==> src/rtl/merlin_bus_arbiter32_pkg.sv <==
// Shared definitions for the merlin I/D bus arbiter.
// Source tags, bus size codes and the request bundle.
package merlin_bus_arbiter32_pkg;

  localparam logic       RV_BUS_SRC_I     = 1'b0;
  localparam logic       RV_BUS_SRC_D     = 1'b1;
  localparam logic [1:0] RV_BUS_SIZE_WORD = 2'b10;

  typedef struct packed {
    logic [31:0] addr;
    logic [1:0]  hpl;
    logic        wr;
    logic [1:0]  size;
    logic [31:0] data;
  } bus_req_t;

endpackage

==> src/rtl/merlin_bus_arbiter32_fifo.sv <==
// Small synchronous FIFO holding response-routing tags.
// Push is ignored when full, pop is ignored when empty.
module merlin_bus_arbiter32_fifo #(
  parameter int C_FIFO_WIDTH       = 1,
  parameter int C_FIFO_DEPTH_X     = 2,
  parameter int C_FIFO_PASSTHROUGH = 0
) (
  input  logic                    clk_i,
  input  logic                    resetb_i,
  input  logic                    clk_en_i,
  input  logic                    flush_i,
  input  logic                    push_i,
  input  logic [C_FIFO_WIDTH-1:0] data_i,
  input  logic                    pop_i,
  output logic [C_FIFO_WIDTH-1:0] data_o,
  output logic                    full_o,
  output logic                    empty_o
);

  localparam int DEPTH = 1 << C_FIFO_DEPTH_X;
  localparam int PW    = C_FIFO_DEPTH_X;
  localparam logic [PW:0]   LVL_FULL = (PW+1)'(DEPTH);
  localparam logic [PW:0]   LVL_ONE  = (PW+1)'(1);
  localparam logic [PW-1:0] PTR_ONE  = PW'(1);

  logic [C_FIFO_WIDTH-1:0] mem_q [DEPTH];
  logic [C_FIFO_WIDTH-1:0] mem_d [DEPTH];
  logic [PW-1:0] wr_ptr_q, wr_ptr_d;
  logic [PW-1:0] rd_ptr_q, rd_ptr_d;
  logic [PW:0]   level_q, level_d;
  logic          do_push;
  logic          do_pop;

  assign full_o  = (level_q == LVL_FULL);
  assign empty_o = (level_q == '0);
  assign do_push = clk_en_i & push_i & ~full_o;
  assign do_pop  = clk_en_i & pop_i & ~empty_o;

  assign data_o = ((C_FIFO_PASSTHROUGH != 0) && empty_o)
                ? data_i : mem_q[rd_ptr_q];

  // Pointer, level and storage next-state.
  always_comb begin
    mem_d    = mem_q;
    wr_ptr_d = wr_ptr_q;
    rd_ptr_d = rd_ptr_q;
    level_d  = level_q;
    if (do_push) begin
      mem_d[wr_ptr_q] = data_i;
      wr_ptr_d = wr_ptr_q + PTR_ONE;
    end
    if (do_pop) begin
      rd_ptr_d = rd_ptr_q + PTR_ONE;
    end
    if (do_push && !do_pop) begin
      level_d = level_q + LVL_ONE;
    end else if (do_pop && !do_push) begin
      level_d = level_q - LVL_ONE;
    end
    if (clk_en_i && flush_i) begin
      wr_ptr_d = '0;
      rd_ptr_d = '0;
      level_d  = '0;
    end
  end

  // FIFO state registers.
  always_ff @(posedge clk_i or negedge resetb_i) begin
    if (!resetb_i) begin
      for (int i = 0; i < DEPTH; i++) begin
        mem_q[i] <= '0;
      end
      wr_ptr_q <= '0;
      rd_ptr_q <= '0;
      level_q  <= '0;
    end else begin
      mem_q    <= mem_d;
      wr_ptr_q <= wr_ptr_d;
      rd_ptr_q <= rd_ptr_d;
      level_q  <= level_d;
    end
  end

endmodule

==> src/rtl/merlin_bus_arbiter32.sv <==
// Shares one 32-bit bus between the pre-fetch (I) and load/store (D) units.
// Zero-latency request mux, stable stalled grants, tag FIFO for responses.
module merlin_bus_arbiter32
  import merlin_bus_arbiter32_pkg::*;
#(
  parameter int C_OUTSTANDING_X = 2,
  parameter int C_STARVE_LIMIT  = 4
) (
  input  logic        clk_i,
  input  logic        resetb_i,
  input  logic        clk_en_i,
  input  logic        ireqvalid_i,
  output logic        ireqready_o,
  input  logic [31:0] ireqaddr_i,
  input  logic [1:0]  ireqhpl_i,
  output logic        irspvalid_o,
  input  logic        irspready_i,
  output logic        irsprerr_o,
  output logic [31:0] irspdata_o,
  input  logic        dreqvalid_i,
  output logic        dreqready_o,
  input  logic [31:0] dreqaddr_i,
  input  logic [1:0]  dreqhpl_i,
  input  logic        dreqwr_i,
  input  logic [1:0]  dreqsize_i,
  input  logic [31:0] dreqdata_i,
  output logic        drspvalid_o,
  input  logic        drspready_i,
  output logic        drsprerr_o,
  output logic [31:0] drspdata_o,
  output logic        breqvalid_o,
  input  logic        breqready_i,
  output logic [31:0] breqaddr_o,
  output logic [1:0]  breqhpl_o,
  output logic        breqwr_o,
  output logic [1:0]  breqsize_o,
  output logic [31:0] breqdata_o,
  input  logic        brspvalid_i,
  output logic        brspready_o,
  input  logic        brsprerr_i,
  input  logic [31:0] brspdata_i
);

  localparam logic [3:0] STARVE_LIM = 4'(C_STARVE_LIMIT);

  logic       hold_q, hold_d;
  logic       held_src_q, held_src_d;
  logic [3:0] starve_cnt_q, starve_cnt_d;
  logic       win_src;
  logic       held_valid;
  logic       starved;
  logic       grant_ok;
  logic       req_acc;
  logic       rsp_pop;
  logic       rsp_is_d;
  logic       tag_full;
  logic       tag_empty;
  logic       tag_head;
  bus_req_t   win_req;

  assign held_valid = held_src_q ? dreqvalid_i : ireqvalid_i;
  assign starved    = ireqvalid_i && (starve_cnt_q == STARVE_LIM);

  // Winner select: a live held grant first, then D unless I is starved.
  always_comb begin
    win_src = RV_BUS_SRC_I;
    if (hold_q && held_valid) begin
      win_src = held_src_q;
    end else if (dreqvalid_i && !starved) begin
      win_src = RV_BUS_SRC_D;
    end
  end

  // Request mux; the I side always issues word reads.
  always_comb begin
    win_req = '{addr: ireqaddr_i, hpl: ireqhpl_i, wr: 1'b0,
                size: RV_BUS_SIZE_WORD, data: 32'h0};
    if (win_src == RV_BUS_SRC_D) begin
      win_req = '{addr: dreqaddr_i, hpl: dreqhpl_i, wr: dreqwr_i,
                  size: dreqsize_i, data: dreqdata_i};
    end
  end

  assign breqaddr_o  = win_req.addr;
  assign breqhpl_o   = win_req.hpl;
  assign breqwr_o    = win_req.wr;
  assign breqsize_o  = win_req.size;
  assign breqdata_o  = win_req.data;
  assign breqvalid_o = (ireqvalid_i | dreqvalid_i) & ~tag_full;
  assign grant_ok    = breqready_i & ~tag_full;
  assign ireqready_o = (win_src == RV_BUS_SRC_I) & grant_ok;
  assign dreqready_o = (win_src == RV_BUS_SRC_D) & grant_ok;
  assign req_acc     = breqvalid_o & breqready_i & clk_en_i;

  // Hold and starvation counter next-state.
  always_comb begin
    hold_d       = hold_q;
    held_src_d   = held_src_q;
    starve_cnt_d = starve_cnt_q;
    if (clk_en_i) begin
      hold_d     = breqvalid_o & ~breqready_i;
      held_src_d = win_src;
      if (!ireqvalid_i || (req_acc && win_src == RV_BUS_SRC_I)) begin
        starve_cnt_d = '0;
      end else if (req_acc && starve_cnt_q != STARVE_LIM) begin
        starve_cnt_d = starve_cnt_q + 4'd1;
      end
    end
  end

  // Arbiter state registers.
  always_ff @(posedge clk_i or negedge resetb_i) begin
    if (!resetb_i) begin
      hold_q       <= 1'b0;
      held_src_q   <= RV_BUS_SRC_I;
      starve_cnt_q <= '0;
    end else begin
      hold_q       <= hold_d;
      held_src_q   <= held_src_d;
      starve_cnt_q <= starve_cnt_d;
    end
  end

  assign rsp_is_d    = (tag_head == RV_BUS_SRC_D);
  assign irspvalid_o = brspvalid_i & ~tag_empty & ~rsp_is_d;
  assign drspvalid_o = brspvalid_i & ~tag_empty & rsp_is_d;
  assign brspready_o = tag_empty ? brspvalid_i
                     : (rsp_is_d ? drspready_i : irspready_i);
  assign rsp_pop     = brspvalid_i & brspready_o & ~tag_empty;
  assign irsprerr_o  = brsprerr_i;
  assign drsprerr_o  = brsprerr_i;
  assign irspdata_o  = brspdata_i;
  assign drspdata_o  = brspdata_i;

  merlin_bus_arbiter32_fifo #(
    .C_FIFO_WIDTH       (1),
    .C_FIFO_DEPTH_X     (C_OUTSTANDING_X),
    .C_FIFO_PASSTHROUGH (0)
  ) u_tag_fifo (
    .clk_i    (clk_i),
    .resetb_i (resetb_i),
    .clk_en_i (clk_en_i),
    .flush_i  (1'b0),
    .push_i   (req_acc),
    .data_i   (win_src),
    .pop_i    (rsp_pop),
    .data_o   (tag_head),
    .full_o   (tag_full),
    .empty_o  (tag_empty)
  );

endmodule

==> config.mk <==
export PLATFORM = sky130hd
export DESIGN_NAME = merlin_bus_arbiter32
export DESIGN_NICKNAME = d
export VERILOG_FILES = /design/src/rtl/merlin_bus_arbiter32_pkg.sv /design/src/rtl/merlin_bus_arbiter32_fifo.sv /design/src/rtl/merlin_bus_arbiter32.sv
export SDC_FILE = /design/constraint.sdc
export NUM_CORES = 1
export LEC_CHECK = 0
export BUFFER_PORTS_ARGS = -buffer_cell sky130_fd_sc_hd__buf_2
export CORE_AREA = 4 4 110 112
export DETAILED_ROUTE_END_ITERATION = 8
export DIE_AREA = 0 0 114 116
export HOLD_SLACK_MARGIN = 0.03
export PLACE_DENSITY = 0.57
export SETUP_SLACK_MARGIN = 0.05
export SLEW_MARGIN = 20
export SYNTH_ARGS = -nofsm -noshare
export SYNTH_HDL_FRONTEND = slang
export SYNTH_SLANG_ARGS = --single-unit
==> constraint.sdc <==
create_clock -name clk_i -period 6.35 [get_ports clk_i]
set_clock_uncertainty 0.2 [all_clocks]
set_input_delay 1.27 -clock clk_i [delete_from_list [all_inputs] [get_ports clk_i]]
set_output_delay 1.27 -clock clk_i [all_outputs]
set_load 0.005 [all_outputs]
==> impl_metrics.toml, run 1 <==
[floorplanning]
rows = 39
die-area_sq_um = 13200
core_sq_um = 11200
initial_core_util = 0.216
ios = 286
dieHeight_um = 116
die_x_um = 114

[route]
dr_total_vias = 2277
routed_wirelength_um = 9080
wire_per_inst_um = 17.7
drtIter0Drc = 101
drc = 0
final_antenna_net_count = 0
vias_per_cell = 4.43
first_pass_iters = 4

[clock_tree]
post_cts_buffers = 0
cts_root_buffer = "clkbuf_16"
cts.sinks = 17
cts_buffers = 3
worstSkewPairLatency_ps = 250
clkTransAtPathRegs_ps = 50
clk_path_buf_depth = 2
cts_resized = 0
cts_tree = "built"
cts_hold_buf = 0
htreeDepth = 1

[logic_synthesis]
synth_most_common_cell = "buf_4"
ys.flop_type = "dfrtp_1"
synth-seq-area-share = 0.175
synthTopCellsByCount = "buf_4, and3_1, mux2_4"
yosysWarnings = 0
synth-async-reset-ratio = 1.00
synth_seq_cells = 17
synth_top_area_frac = 0.207
synth_edf_count = 0
yosysUniqueCellTypes = 41
synthCells = 258
syn_nets = 411
synth_area_per_cell_sq_um = 9.40
synth.area.top_cells = "buf_4, mux2_4, dfrtp_1"
syn-cell-area_sq_um = 2430
synth_largest_area_cell = "buf_4"

[setup_path]
worstPathCellList = "buf_2 -> o21ai_4 -> nand2_4 -> mux2_4 -> buf_2"
crit_path_max_fanout = 36
end_kind = "output pin"
crit_slowest_cell = "nand2_4"
max_stage_delay_ps = 490
start_kind = "primary input"
crit_path_frequent_cell = "buf_2"
r2r_cells = 10
worstPathRequired_ps = 4880
critical_path_class = "in2out"
reg2reg_slack_ps = 3740
arrival_ps = 2830

[layout]
instances_no_fill = 514
multi_input_area_sq_um = 1410
fillers = 1197
finalNetCount = 525
num_antenna_cells = 0
ff_latch_area_sq_um = 425
syn_to_final_growth_pct = 25.8
fin_area_sq_um = 3050
final_layout_size_suffix_gt1_frac = 0.612

[power_and_ir_drop]
power.total_uw = 696
leakagePower_uw = 0.00174
ir_drop_mv = 0.0989
powerDensity_nw_per_um2 = 228

[placement]
place_area_sq_um = 2970
post-place-cells = 510
dp_hpwl_um = 7980
io_buffers = 186
gp_congestion = 0.788

[hold_path]
min_path_type = "reg2reg"
whs_path_depth = 1

[timing]
hold_violations = 0
fin_crit_ps = 4300
relSlewSlack = 0.535
final.period_utilization = 0.677
worstMarginPinSlew_ps = 696
setup_violations = 0
fmax_mhz = 233
drv_slew = 0
setup_tns_ps = 0
rsz0062_at_grt = "false"

[global_routing]
grt.overflow.total = 0
grt_max_degree = 42
grt_pass1_vias = 2050
grt_use_total = 0.115
grt_pass1_wl_um = 11600
antenna_found_initial = 0

[run_status]
status = "finished clean"

[flow_run]
cap_violations = 0
-- layout make-up --
| type | count | share of cell area |
|---|---|---|
| tap | 143 | 0.0586 |
| sequential | 17 | 0.139 |
| inverter | 7 | 0.00861 |
| timing repair buffer | 186 | 0.305 |
| clock buffer | 4 | 0.0258 |
| multi-input combinational | 157 | 0.462 |
-- state kept, by name, summed over array words and instances (netlist names) --
register,flops
held_src_q,1
hold_q,1
starve_cnt_q,4
u_tag_fifo.level_q,3
u_tag_fifo.mem_q,4
u_tag_fifo.rd_ptr_q,2
u_tag_fifo.wr_ptr_q,2
-- stage by stage --
stage               setup slack [ps]  hold WS [ps]   util
finish                          2050           286  0.272
global route                    1940           296  0.272
CTS                             2050           294  0.272
detailed placement              2070           282  0.265
global placement                2150           280  0.265
floorplan                       2930           259      -
-- cell usage in the layout, fill, tap and decap left out, drive strengths merged, types with 2 or more instances in the layout --
cell type,count
nor2b,2
mux2,40
nand3b,3
nand2b,2
xor2,2
and3,34
o221ai,3
mux2i,8
dfrtp,17
clkbuf,4
buf,186
o211ai,2
o21ai,6
o2111ai,2
nand2,12
o31ai,2
inv,7
nor3b,2
nor2,10
nand3,5
ha,7
xnor2,2
-- report_power, final --
part           internal [uW]  switching (uW)  total [uW]
sequential               151            46.4         198
clock                   85.2            40.7         126
combinational            203             170         372
-- critical path, delay by kind of cell --
kind                   cells  cell delay (ps)
and+or+nand+nor            1              490
buffers and inverters      2              300
AOI/OAI and AO/OA          1              280
muxes                      1              450
-- logic make-up after synthesis --
group,count (synthesis),synth area share
adders and majority gates,8,0.0444
DFF,17,0.175
and+or+nand+nor,79,0.203
buffers and inverters,84,0.243
xor gates and xnor gates,4,0.0144
muxes,48,0.264
AOI/OAI and AO/OA,18,0.0567
-- layer usage --
metal / part of all wire / global-route usage / up-vias
li1: - / - / 1065
met1: 0.32 / 0.121 / 1048
met2: 0.47 / 0.182 / 145
met3: 0.18 / 0.0830 / 19
met4: 0.018 / 0.0372 / 0
met5: 0 / 0 / -
-- worst paths after layout --
check,start,to
worst min-delay path,u_tag_fifo.mem_q[3],u_tag_fifo.mem_q[3]
min in group asynchronous,resetb_i,u_tag_fifo.rd_ptr_q[1]
worst min register to register,u_tag_fifo.mem_q[3],u_tag_fifo.mem_q[3]
worst max register to register,u_tag_fifo.rd_ptr_q[1],u_tag_fifo.level_q[2]
max in group asynchronous,resetb_i,u_tag_fifo.level_q[2]
worst max-delay path,ireqvalid_i,breqaddr_o[12]
No activity file was read; power rests on OpenSTA's default activity.
==> run 2, diff against run 1 <==
- clock period: 6.35 -> 4.35 ns (I/O delays scaled with it)
==> run 2 against run 1 <==
Die area unchanged. Count of clock-buffer cells in the layout is the same. Worst hold slack improved by 3.6 ps. Clock power is 46% higher. Cell area is the same. Via count down 1.0%. Sequential power is 45% higher. Highest routed layer unchanged.
==> impl_metrics.toml, run 2 (synthesized netlist as in run 1, its figures left out) <==
[run_status]
status = "finished clean"

[global_routing]
antenna_found_initial = 0
grt_pass1_vias = 2066
grt.overflow.total = 0
grt_use_total = 0.115
grt_max_degree = 42
grt_pass1_wl_um = 11700

[flow_run]
cap_violations = 0

[layout]
reg_top3 = "starve_cnt_q x4, u_tag_fifo.mem_q x4, u_tag_fifo.level_q x3"
finalNetCount = 525
final_layout_size_suffix_gt1_frac = 0.612
mostFrequentLayoutCell = "buf_2"
syn_to_final_growth_pct = 25.8
num_antenna_cells = 0
fin_area_sq_um = 3050
layout_common_cells = "buf_2, and3_1, mux2_4, dfrtp_1, nand2_1"

[power_and_ir_drop]
powerDensity_nw_per_um2 = 332
leakagePower_uw = 0.00174
ir_drop_mv = 0.130

[floorplanning]
dieHeight_um = 116
initial_core_util = 0.216
die-area_sq_um = 13200
ios = 286
rows = 39
die_x_um = 114
core_sq_um = 11200

[timing]
rsz0062_at_grt = "false"
final.period_utilization = 0.883
setup_tns_ps = 0
setup_violations = 0
fmax_mhz = 260
fin_crit_ps = 3840
drv_slew = 0
hold_violations = 0
worstMarginPinSlew_ps = 690
relSlewSlack = 0.538

[placement]
gp_congestion = 0.785
io_buffers = 186
place_area_sq_um = 2970
dp_hpwl_um = 7970

[clock_tree]
htreeDepth = 1
post_cts_buffers = 0
worstSkewPairLatency_ps = 250
cts_buffers = 3
clk_path_buf_depth = 2
cts_resized = 0
cts_hold_buf = 0
cts_root_buffer = "clkbuf_16"
clkTransAtPathRegs_ps = 50
cts_tree = "built"
cts.sinks = 17

[route]
wire_per_inst_um = 17.6
final_antenna_net_count = 0
vias_per_cell = 4.39
drc = 0
routed_wirelength_um = 9060
drtIter0Drc = 127
dr_total_vias = 2254
first_pass_iters = 4

[setup_path]
worstPathRequired_ps = 3280
crit_path_max_fanout = 36
reg2reg_slack_ps = 1740
end_kind = "output pin"
start_kind = "register"
critical_path_class = "reg2out"
arrival_ps = 2770

[hold_path]
min_path_type = "reg2reg"
-- run 2: cell counts in the layout (fill, tap and decap cells not counted) --
Identical to the previous run, type by type.
-- run 2: area by class of cell --
type                            instances  area, sq um
Fill cell                            1205         8170
Multi-Input combinational cell        157         1410
Timing Repair Buffer                  186          931
Sequential cell                        17          425
Tap cell                              143          179
Clock buffer                            4         78.8
Inverter                                7         26.3
-- run 2: layer usage --
| metal | track usage | vias up | routed length (um) |
|---|---|---|---|
| li1 | - | 1061 | - |
| met1 | 0.118 | 1038 | 3070 |
| met2 | 0.193 | 144 | 4350 |
| met3 | 0.0809 | 11 | 1570 |
| met4 | 0.0293 | 0 | 77 |
| met5 | 0 | - | 0 |
-- run 2: metrics by stage --
stage               hold WS (ps)  cells  power (uW)  utilization  setup WS (ps)
finish                       289    514        1010        0.272            510
global route                 307    514        1090        0.272            366
CTS                          296    514        1020        0.272            574
detailed placement           284    510         833        0.265            834
global placement             278    510         818        0.265            956
floorplan                    259    258         688            -           1600
-- run 2: path summary, 6_finish.rpt --
check,cells past startpoint,startpoint,end
min reg2reg,1,u_tag_fifo.mem_q[3],u_tag_fifo.mem_q[3]
max,7,starve_cnt_q[0],breqaddr_o[12]
max in group asynchronous,1,resetb_i,u_tag_fifo.wr_ptr_q[0]
max reg2reg,10,u_tag_fifo.rd_ptr_q[1],u_tag_fifo.level_q[2]
min,1,u_tag_fifo.mem_q[3],u_tag_fifo.mem_q[3]
min in group asynchronous,1,resetb_i,u_tag_fifo.mem_q[1]
-- run 2: where the power goes --
group / total [uW] / switching, uW / internal (uW)
clock network: 184 / 60.0 / 124
registers: 288 / 67.3 / 221
logic: 540 / 245 / 295
-- run 2: critical path, cell delays in order (launching register included) --
cell and delay, ps:
dfrtp_1 400, inv_1 60, ha_1 220, nor4bb_4 180
o21ai_4 560, nand2_4 490, mux2_4 450, buf_2 130
==> run 3, diff against run 2 <==
--- a/config.mk
+++ b/config.mk
@@ -12,3 +12,3 @@
 export HOLD_SLACK_MARGIN = 0.03
-export PLACE_DENSITY = 0.57
+export PLACE_DENSITY = 0.55
 export SETUP_SLACK_MARGIN = 0.05
@@ -17,2 +17,3 @@
 export SYNTH_HDL_FRONTEND = slang
+export SYNTH_HIERARCHICAL = 1
 export SYNTH_SLANG_ARGS = --single-unit
--- a/constraint.sdc
+++ b/constraint.sdc
@@ -4,2 +4,2 @@
 set_output_delay 0.87 -clock clk_i [all_outputs]
-set_load 0.005 [all_outputs]
+set_load 0.05 [all_outputs]
==> run 3 against run 2 <==
Setup slack better by 340 ps. Cell area fell by 3.2%. Largest cell class unchanged. Non-clock buffer count is 3 higher. Critical endpoint is now breqaddr_o[25]. Core utilization is 0.88 points lower. Largest power group unchanged. Power increased by 5.3%.
==> impl_metrics.toml, run 3 <==
[run_status]
status = "finished clean"

[clock_tree]
cts_root_buffer = "clkbuf_16"
cts_hold_buf = 0
cts_buffers = 3
cts.sinks = 17
clkTransAtPathRegs_ps = 50
worstSkewPairLatency_ps = 240
cts_resized = 0
clk_path_buf_depth = 2
post_cts_buffers = 0
htreeDepth = 1
cts_tree = "built"

[route]
routed_wirelength_um = 8230
dr_total_vias = 2086
vias_per_cell = 4.04
drc = 0
wire_per_inst_um = 16.0
final_antenna_net_count = 0
drtIter0Drc = 39
first_pass_iters = 4

[flow_run]
cap_violations = 0

[setup_path]
timing.rr.start = "u_tag_fifo/rd_ptr_q[0]"
arrival_ps = 2430
crit_slowest_cell = "dfrtp_1"
crit_buf_inv = 3
path_depth = 8
crit_path_end = "breqaddr_o[25]"
end_kind = "output pin"
start_kind = "register"
max_stage_delay_ps = 400
worstPathRequired_ps = 3280
r2r_end = "u_tag_fifo/level_q[2]"
r2r_cells = 9
cpLargestDelayFamily = "buffers and inverters"
crit_start = "starve_cnt_q[0]"
worstPathCellList = "inv_1 -> ha_1 -> nand4bb_1 -> nand2_1 -> a21boi_4 -> buf_12 -> mux2_2 -> buf_2"
reg2reg_slack_ps = 1240
critical_path_class = "reg2out"
crit_path_max_fanout = 53

[logic_synthesis]
synth_edf_count = 0
synth_largest_area_cell = "buf_4"
synthTopCellsByCount = "buf_4, mux2_2, and2_1"
synth-async-reset-ratio = 1.00
synth_seq_cells = 17
synth-seq-area-share = 0.187
synth.area.top_cells = "buf_4, mux2_2, dfrtp_1"
synth_area_per_cell_sq_um = 9.00
synth_most_common_cell = "buf_4"
synth_top_area_frac = 0.218
ys.flop_type = "dfrtp_1"
yosysUniqueCellTypes = 38
yosysWarnings = 6
syn-cell-area_sq_um = 2280
synthCells = 253

[placement]
dp_slack_ps = 1050
place_area_sq_um = 2870
gp_congestion = 0.787
io_buffers = 186
dp_hpwl_um = 7240

[layout]
num_antenna_cells = 0
fillers = 1188
layout_common_cells = "buf_2, mux2_2, and2_1, dfrtp_1, nor2_1"
reg_top3 = "starve_cnt_q x4, u_tag_fifo/mem_q x4, u_tag_fifo/level_q x3"
mostFrequentLayoutCell = "buf_2"
fin_area_sq_um = 2950
finish.utilization = 0.263
finalNetCount = 527
syn_to_final_growth_pct = 29.7
final_layout_size_suffix_gt1_frac = 0.638

[timing]
hold_violations = 0
setup_tns_ps = 0
setup_ws_ps = 855
setup_violations = 0
fmax_mhz = 286
fin_crit_ps = 3500
final.period_utilization = 0.803
rsz0062_at_grt = "false"
drv_slew = 0

[global_routing]
grt_max_degree = 54
grt.overflow.total = 0
grt_use_total = 0.103
grt_pass1_vias = 1838
grt_pass1_wl_um = 10400
antenna_found_initial = 0

[floorplanning]
rows = 39
core_sq_um = 11200
dieHeight_um = 116
die_x_um = 114
ios = 286
die-area_sq_um = 13200
initial_core_util = 0.203

[power_and_ir_drop]
leakagePower_uw = 0.00156
powerDensity_nw_per_um2 = 361
ir_drop_mv = 0.252

[hold_path]
min_path_type = "reg2reg"
==> run 3: per-layer routing <==
metal  GRT usage  up-vias  wire length (um)
met5           0        -                 0
met4      0.0285        0               118
met3      0.0992       15              1850
met2       0.149      119              3600
met1       0.107      937              2670
li1            -     1015                 -
==> run 3: kinds of logic (layout without fill, tap and decap cells) <==
family,count (synthesis),count (layout),synth area share
xor+xnor,3,3,0.0115
mux,45,45,0.227
fa+ha+maj,8,8,0.0473
buf+inv,83,202,0.257
flops,17,17,0.187
other cells,1,2,0.00165
compound gates,18,18,0.0605
simple gates,78,78,0.208
==> run 3: worst min-delay path by stage <==
stage,startpoint,to,slack [ps],cells after the start
floorplan,u_tag_fifo/mem_q[1],u_tag_fifo/mem_q[1],250,1
CTS,u_tag_fifo/mem_q[1],u_tag_fifo/mem_q[1],280,1
detailed placement,u_tag_fifo/mem_q[1],u_tag_fifo/mem_q[1],270,1
global placement,u_tag_fifo/mem_q[1],u_tag_fifo/mem_q[1],270,1
global route,u_tag_fifo/mem_q[1],u_tag_fifo/mem_q[1],300,1
finish,u_tag_fifo/mem_q[1],u_tag_fifo/mem_q[1],280,1
==> run 3: final cells by class <==
type                            count  area (sq um)  share of cell area
Inverter                            9          33.8              0.0114
Clock inverter                      1          5.00             0.00169
Timing Repair Buffer              189           966               0.327
Sequential cell                    17           425               0.144
Clock buffer                        3          75.1              0.0254
Tap cell                          143           179              0.0606
Multi-Input combinational cell    154          1270               0.430
==> run 3: report_power, final <==
part           total [uW]  leakage (uW)  switching (uW)  internal, uW
Combinational         654       0.00129             430           224
Clock                 186     0.0000409            62.6           123
Sequential            226      0.000228            36.0           190
Total                1070       0.00156             529           537
==> run 3: metrics by stage <==
stage | hold WS, ps | cells | power (uW)
finish | 281 | 516 | 1070
global route | 297 | 516 | 1130
CTS | 283 | 516 | 1080
detailed placement | 271 | 512 | 887
global placement | 266 | 512 | 880
floorplan | 252 | 254 | 877
